--- src/rtl/mawg_capture.sv ---
// rtl/mawg_capture.sv - descriptor-driven waveform capture engine feeding the wave RAM write port
//
// Purpose: runs a table of {skip, length, offset} descriptors on a kick. For each
// descriptor it drops `skip` valid input samples, then writes `length` valid
// samples into the wave RAM starting at `offset`.
//
// Ports:
//   clk, reset             clock, synchronous active-high reset
//   ctrl_addr/data/we      descriptor table write port ({skip, length, offset}, offset in LSBs)
//   kick, abort            start a run / stop the current run
//   ctrl_length            number of descriptors to run (1..2**CTRL_DEPTH)
//   busy                   run in progress (or kick being presented)
//   din_valid, din         input sample stream
//   wave_waddr/wdata/we    wave RAM write port, registered
//   done                   one-cycle pulse on normal completion
module mawg_capture #(
  parameter int CTRL_DEPTH = 4,
  parameter int WAVE_DEPTH = 16,
  parameter int WAVE_WIDTH = 16
) (
  input  logic                           clk,
  input  logic                           reset,
  input  logic [CTRL_DEPTH-1:0]          ctrl_addr,
  input  logic [2*WAVE_DEPTH+16-1:0]     ctrl_data,
  input  logic                           ctrl_we,
  input  logic                           kick,
  input  logic                           abort,
  input  logic [CTRL_DEPTH:0]            ctrl_length,
  output logic                           busy,
  input  logic                           din_valid,
  input  logic [WAVE_WIDTH-1:0]          din,
  output logic [WAVE_DEPTH-1:0]          wave_waddr,
  output logic [WAVE_WIDTH-1:0]          wave_wdata,
  output logic                           wave_we,
  output logic                           done
);

  localparam logic [1:0] ST_IDLE = 2'd0;
  localparam logic [1:0] ST_LOAD = 2'd1;
  localparam logic [1:0] ST_SKIP = 2'd2;
  localparam logic [1:0] ST_CAPT = 2'd3;

  localparam logic [WAVE_DEPTH-1:0] W_ONE = 1;
  localparam logic [15:0]           S_ONE = 1;
  localparam logic [CTRL_DEPTH-1:0] R_ONE = 1;
  localparam logic [CTRL_DEPTH:0]   L_ONE = 1;

  logic [2*WAVE_DEPTH+16-1:0] table_q [2**CTRL_DEPTH];

  logic [1:0]            state_q, state_d;
  logic                  busy_q, busy_d;
  logic [CTRL_DEPTH-1:0] raddr_q, raddr_d;
  logic [CTRL_DEPTH:0]   len_q, len_d;
  logic [WAVE_DEPTH-1:0] wr_addr_q, wr_addr_d;
  logic [WAVE_DEPTH-1:0] cap_cnt_q, cap_cnt_d;
  logic [15:0]           skip_cnt_q, skip_cnt_d;
  logic                  we_q, we_d;
  logic [WAVE_DEPTH-1:0] waddr_q, waddr_d;
  logic [WAVE_WIDTH-1:0] wdata_q, wdata_d;
  logic                  done_q, done_d;

  logic [WAVE_DEPTH-1:0] ent_off;
  logic [WAVE_DEPTH-1:0] ent_len;
  logic [15:0]           ent_skip;
  logic                  end_entry;
  logic                  more_entries;

  // Table is deliberately not reset so descriptors survive a mid-run reset.
  always_ff @(posedge clk) begin
    if (ctrl_we) begin
      table_q[ctrl_addr] <= ctrl_data;
    end
  end

  // Combinational read: a write to a not-yet-loaded entry is seen by this run.
  assign ent_off  = table_q[raddr_q][WAVE_DEPTH-1:0];
  assign ent_len  = table_q[raddr_q][2*WAVE_DEPTH-1:WAVE_DEPTH];
  assign ent_skip = table_q[raddr_q][2*WAVE_DEPTH+15:2*WAVE_DEPTH];

  assign more_entries = ({1'b0, raddr_q} + L_ONE) < len_q;

  always_comb begin
    state_d    = state_q;
    busy_d     = busy_q;
    raddr_d    = raddr_q;
    len_d      = len_q;
    wr_addr_d  = wr_addr_q;
    cap_cnt_d  = cap_cnt_q;
    skip_cnt_d = skip_cnt_q;
    we_d       = 1'b0;
    waddr_d    = waddr_q;
    wdata_d    = wdata_q;
    done_d     = 1'b0;
    end_entry  = 1'b0;

    if (state_q == ST_IDLE) begin
      busy_d = 1'b0;
      if (kick && (ctrl_length != '0)) begin
        len_d   = ctrl_length;
        raddr_d = '0;
        busy_d  = 1'b1;
        state_d = ST_LOAD;
      end
    end else if (abort) begin
      // Abort wins over din_valid: nothing new is registered this cycle.
      state_d = ST_IDLE;
      busy_d  = 1'b0;
    end else begin
      case (state_q)
        ST_LOAD: begin
          wr_addr_d  = ent_off;
          cap_cnt_d  = ent_len;
          skip_cnt_d = ent_skip;
          if (ent_len == '0) begin
            end_entry = 1'b1;
          end else if (ent_skip != '0) begin
            state_d = ST_SKIP;
          end else begin
            state_d = ST_CAPT;
          end
        end
        ST_SKIP: begin
          if (din_valid) begin
            skip_cnt_d = skip_cnt_q - S_ONE;
            if (skip_cnt_q == S_ONE) begin
              state_d = ST_CAPT;
            end
          end
        end
        default: begin
          if (din_valid) begin
            we_d      = 1'b1;
            waddr_d   = wr_addr_q;
            wdata_d   = din;
            wr_addr_d = wr_addr_q + W_ONE;
            cap_cnt_d = cap_cnt_q - W_ONE;
            if (cap_cnt_q == W_ONE) begin
              end_entry = 1'b1;
            end
          end
        end
      endcase

      if (end_entry) begin
        if (more_entries) begin
          raddr_d = raddr_q + R_ONE;
          state_d = ST_LOAD;
        end else begin
          done_d  = 1'b1;
          busy_d  = 1'b0;
          state_d = ST_IDLE;
        end
      end
    end
  end

  always_ff @(posedge clk) begin
    if (reset) begin
      state_q    <= ST_IDLE;
      busy_q     <= 1'b1;
      raddr_q    <= '0;
      len_q      <= '0;
      wr_addr_q  <= '0;
      cap_cnt_q  <= '0;
      skip_cnt_q <= '0;
      we_q       <= 1'b0;
      waddr_q    <= '0;
      wdata_q    <= '0;
      done_q     <= 1'b0;
    end else begin
      state_q    <= state_d;
      busy_q     <= busy_d;
      raddr_q    <= raddr_d;
      len_q      <= len_d;
      wr_addr_q  <= wr_addr_d;
      cap_cnt_q  <= cap_cnt_d;
      skip_cnt_q <= skip_cnt_d;
      we_q       <= we_d;
      waddr_q    <= waddr_d;
      wdata_q    <= wdata_d;
      done_q     <= done_d;
    end
  end

  assign busy       = busy_q | kick;
  assign wave_we    = we_q;
  assign wave_waddr = waddr_q;
  assign wave_wdata = wdata_q;
  assign done       = done_q;

endmodule

--- config.mk ---
export PLATFORM = sky130hd
export DESIGN_NAME = mawg_capture
export DESIGN_NICKNAME = d
export VERILOG_FILES = /design/src/rtl/mawg_capture.sv
export SDC_FILE = /design/constraint.sdc
export NUM_CORES = 1
export LEC_CHECK = 0
export ABC_AREA = 1
export BUFFER_PORTS_ARGS = -buffer_cell sky130_fd_sc_hd__buf_2
export CAP_MARGIN = 20
export CORE_MARGIN = 2
export CORE_UTILIZATION = 45
export CTS_BUF_LIST = sky130_fd_sc_hd__clkbuf_8 sky130_fd_sc_hd__clkbuf_16
export DETAILED_ROUTE_END_ITERATION = 16
export MAX_ROUTING_LAYER = met4
export PLACE_DENSITY = 0.73
export SYNTH_ARGS = -nofsm -noshare
export SYNTH_HDL_FRONTEND = slang
export SYNTH_SLANG_ARGS = --single-unit
--- constraint.sdc ---
create_clock -name clk -period 3.4 [get_ports clk]
set_input_delay 0.68 -clock clk [delete_from_list [all_inputs] [get_ports clk]]
set_output_delay 0.68 -clock clk [all_outputs]
set_load 0.02 [all_outputs]
==> results.rst <==
.. list-table::
   :header-rows: 1

   * - Metric
     - Value
   * - Proportion of register bits with asynchronous set or reset after synthesis
     - 0%
   * - Number of buffers created by CTS
     - 87
   * - Post-Synthesis Net Count
     - 3,134
   * - Overall die area
     - 80,650 um2
   * - Portion of the post-synthesis area used by sequential elements
     - 70.93%
   * - Vias per inst
     - 5.724
   * - Share of the synthesized area in the top cell type
     - 65.37%
   * - Placer's final routability congestion estimate
     - 0.8644
   * - Maximum fanout along the worst path
     - 55
   * - # IOs
     - 114
   * - Overall power of the completed layout
     - 25.94 mW
   * - Cell-by-cell listing of the critical path
     - buf_4 > o21ai_0 > o221ai_1 > nand3_1 > nand2_1 > nor2_1 > nand2_1 > nor2_1 > nand2_1 > nand2_1 > nor2_1 > nor2_1 > nor2_1 > nor2_1
   * - Global Route Usage Sum
     - 22.74%
   * - Crit Path Category
     - register to register
   * - Synthesis-to-layout area growth
     - 13.70%
   * - Total of hold buffers inserted after clock tree synthesis
     - 0
   * - Pin count of the biggest net entering global routing
     - 118
   * - Ranking of synthesized cells by area
     - sky130_fd_sc_hd__edfxtp_1 65%, sky130_fd_sc_hd__dfxtp_1 5.6%, sky130_fd_sc_hd__nor2_1 5.4%
   * - Worst path slowest cell
     - sky130_fd_sc_hd__dfxtp_4
   * - Synthesis-stage register bit count
     - 866
   * - Period Utilization, post-route
     - 80.60%
   * - Standard-cell rows
     - 102
   * - Startpoint types
     - register
   * - Vias in the first global route
     - 22.89k
   * - Post-route setup TNS
     - 0 ps
   * - Final std cells w/o fill
     - 4,226
   * - Number of input and output port buffers inserted
     - 113
   * - Total grt overflow
     - 0
   * - Initial drt markers
     - 3,002
   * - CTS tree
     - yes
   * - Global-route wire length before repair
     - 137,100 um
   * - Worst path arrival time
     - 3270 ps
   * - DR DRC count
     - 0
   * - Static Leakage
     - 14.02 nW
   * - Worst path max stage delay
     - 580 ps
   * - Max-capacitance violation count
     - 0
   * - Level count of the clock H-tree
     - 3
   * - Clock Skews
     - 21.18 ps
   * - Worst max-slew margin expressed relative to the limit
     - 34.80%
   * - Pwr dens
     - 646.7 nW/um2
   * - Unrepaired setup endpoints after global routing
     - no
   * - Main flop type after synthesis
     - sky130_fd_sc_hd__edfxtp_1
   * - Initial Util
     - 45.47%
   * - Width of the chip
     - 284.0 um
   * - Cell count after placement
     - 4,061
   * - Vias
     - 24.19k
   * - HPWL after detailed placement
     - 46,080 um
   * - DIE HEIGHT
     - 284.0 um
   * - Quantity of gates resized following cts
     - 0
   * - Number of buffers added for setup after CTS
     - 0
   * - Final setup fails
     - 0
   * - Core area
     - 77,590 um2
   * - Status
     - finished clean
   * - Remaining antenna violation count after routing
     - 0
   * - Warnings from Yosys
     - 0
   * - DRT Wirelength
     - 90,710 um
   * - CTS Root Cell
     - sky130_fd_sc_hd__clkbuf_16
   * - Fraction of layout cells with a size suffix above 1
     - 10.37%
   * - Number of synthesized flops with an enable pin
     - 768
   * - Post-route minimum period
     - 2740 ps
   * - Clock edge transition at the registers on the reported setup and hold paths
     - 60 ps
   * - Most frequent cells after synthesis
     - 768 x sky130_fd_sc_hd__edfxtp_1, 509 x sky130_fd_sc_hd__nor2_1, 401 x sky130_fd_sc_hd__nand2_1
   * - Hold/Removal Path Class
     - input pin to register
   * - Worst ir drop on vdd
     - 0.4080 mV
   * - Highest Clock Rate
     - 0.3649 GHz
   * - Slew at the pin closest to its max-slew limit
     - 978.0 ps
   * - Number of sinks handled by clock tree synthesis
     - 866
   * - Mapped Area
     - 35,280 um2
   * - Setup crit end kind
     - register
   * - Post-synthesis average cell area
     - 11.60 um2
   * - Number of max-slew violations in the final report
     - 0
   * - Total count of hold-check failures in the final report
     - 0
   * - Routed wirelength normalized by instance count
     - 21.47 um
   * - Data required time at the worst endpoint
     - 3930 ps
   * - Yosys top cell by area
     - sky130_fd_sc_hd__edfxtp_1
   * - Nets
     - 3,204
   * - Antenna violations before repair
     - 6
   * - Critical Path Most Common Cell
     - sky130_fd_sc_hd__nor2_1
   * - CTS max path bufs
     - 3
   * - Post-synth cell types
     - 39
   * - Most common cell in the netlist
     - sky130_fd_sc_hd__edfxtp_1
   * - First drt pass iteration count
     - 6
   * - Cell count after synthesis
     - 3,041
   * - Clock insertion delay at the later pin of the skew report
     - 640 ps
power breakdown:
group | internal [mW] | switching [mW] | leakage [nW] | total, mW
Clock | 5.72 | 3.97 | 1.50 | 9.70
Combinational | 1.24 | 2.86 | 4.78 | 4.10
Sequential | 11.9 | 0.206 | 7.74 | 12.1
routing by layer:
| layer | GRT usage, % | part of all wire [%] |
|---|---|---|
| met4 | 6.592 | 2.4 |
| met1 | 29.86 | 41 |
| met5 | - | 0 |
| met2 | 36.33 | 48 |
| met3 | 4.132 | 8.8 |
placed cells by master (no fill, tap or decap), types with 3 or more instances in the layout:
| cell type | n |
|---|---|
| sky130_fd_sc_hd__edfxtp_1 | 768 |
| sky130_fd_sc_hd__nor2_1 | 493 |
| sky130_fd_sc_hd__nand2_1 | 401 |
| sky130_fd_sc_hd__o21ai_0 | 369 |
| sky130_fd_sc_hd__nand3_1 | 198 |
| sky130_fd_sc_hd__inv_1 | 153 |
| sky130_fd_sc_hd__buf_2 | 113 |
| sky130_fd_sc_hd__dfxtp_1 | 94 |
| sky130_fd_sc_hd__o211ai_1 | 89 |
| sky130_fd_sc_hd__clkbuf_16 | 88 |
| sky130_fd_sc_hd__a21oi_1 | 82 |
| sky130_fd_sc_hd__o221ai_1 | 61 |
| sky130_fd_sc_hd__buf_4 | 34 |
| sky130_fd_sc_hd__buf_12 | 25 |
| sky130_fd_sc_hd__o22ai_1 | 23 |
| sky130_fd_sc_hd__xor2_1 | 18 |
| sky130_fd_sc_hd__nor2_4 | 16 |
| sky130_fd_sc_hd__nor3_1 | 16 |
| sky130_fd_sc_hd__clkinv_1 | 14 |
| sky130_fd_sc_hd__clkinv_2 | 14 |
| sky130_fd_sc_hd__ha_1 | 13 |
| sky130_fd_sc_hd__o21ai_1 | 12 |
| sky130_fd_sc_hd__bufinv_16 | 12 |
| sky130_fd_sc_hd__a221oi_1 | 8 |
| sky130_fd_sc_hd__nand4_1 | 7 |
| sky130_fd_sc_hd__a31oi_1 | 7 |
| sky130_fd_sc_hd__xnor2_1 | 7 |
| sky130_fd_sc_hd__nor4_1 | 7 |
| sky130_fd_sc_hd__clkbuf_8 | 5 |
| sky130_fd_sc_hd__diode_2 | 4 |
| sky130_fd_sc_hd__inv_6 | 4 |
| sky130_fd_sc_hd__o311ai_0 | 3 |
| sky130_fd_sc_hd__nand2_2 | 3 |
| sky130_fd_sc_hd__dfxtp_4 | 3 |
| sky130_fd_sc_hd__clkinvlp_4 | 3 |
registers in the layout, summed over array words and instances (netlist names), named ones only:
name	count
busy_q	1
cap_cnt_q	16
done	1
len_q	5
raddr_q	4
skip_cnt_q	16
state_q	2
table_q	768
wave_waddr	16
wave_wdata	16
wave_we	1
wr_addr_q	16
cells by family after synthesis:
logic type / Yosys count / share of synthesized area (%)
buffers and inverters: 329 / 3.905
and+or+nand+nor: 1147 / 13.13
DFF: 866 / 70.93
adders and majority gates: 14 / 0.4965
AOI/OAI and AO/OA: 660 / 10.92
xor gates and xnor gates: 25 / 0.6207
area by class of cell:
cell class                      count  area, um2
Clock inverter                     67      625.6
Fill cell                        6520      37480
Sequential cell                   866      25040
Inverter                          137      528.0
Timing Repair Buffer              173       1336
Tap cell                         1040       1301
Antenna cell                        4      10.01
Multi-Input combinational cell   1846       9005
Clock buffer                       93       2271
per-stage QoR:
step	cell area [um2]	worst slack [ps]	hold slack, ps	utilization [%]
global placement	37190	674.7	455.3	47.93
CTS	40090	682.3	279.8	51.66
floorplan	35280	34.18	424.5	-
global route	40110	434.4	301.9	51.70
detailed placement	37190	696.6	455.7	47.93
finish	40110	659.6	306.3	51.70
worst max-delay path, delay by kind of cell, from the launching register on:
kind | cells | cell delay [ps]
simple gates | 11 | 870
flops | 1 | 580
buf+inv | 1 | 570
compound gates | 2 | 600
final timing paths:
path	from	depth (start not counted)	endpoint	slack, ps
setup reg to reg	register	14	state_q[0]$_SDFFE_PP0P_	660
setup / recovery	register	14	state_q[0]$_SDFFE_PP0P_	660
hold / removal	din[5]	3	wave_wdata[5]$_SDFFE_PP0P_	310
hold reg to reg	skip_cnt_q[8]$_SDFFE_PP0P_	2	skip_cnt_q[8]$_SDFFE_PP0P_	460
Note: power is estimated with default switching activity, not from simulation.
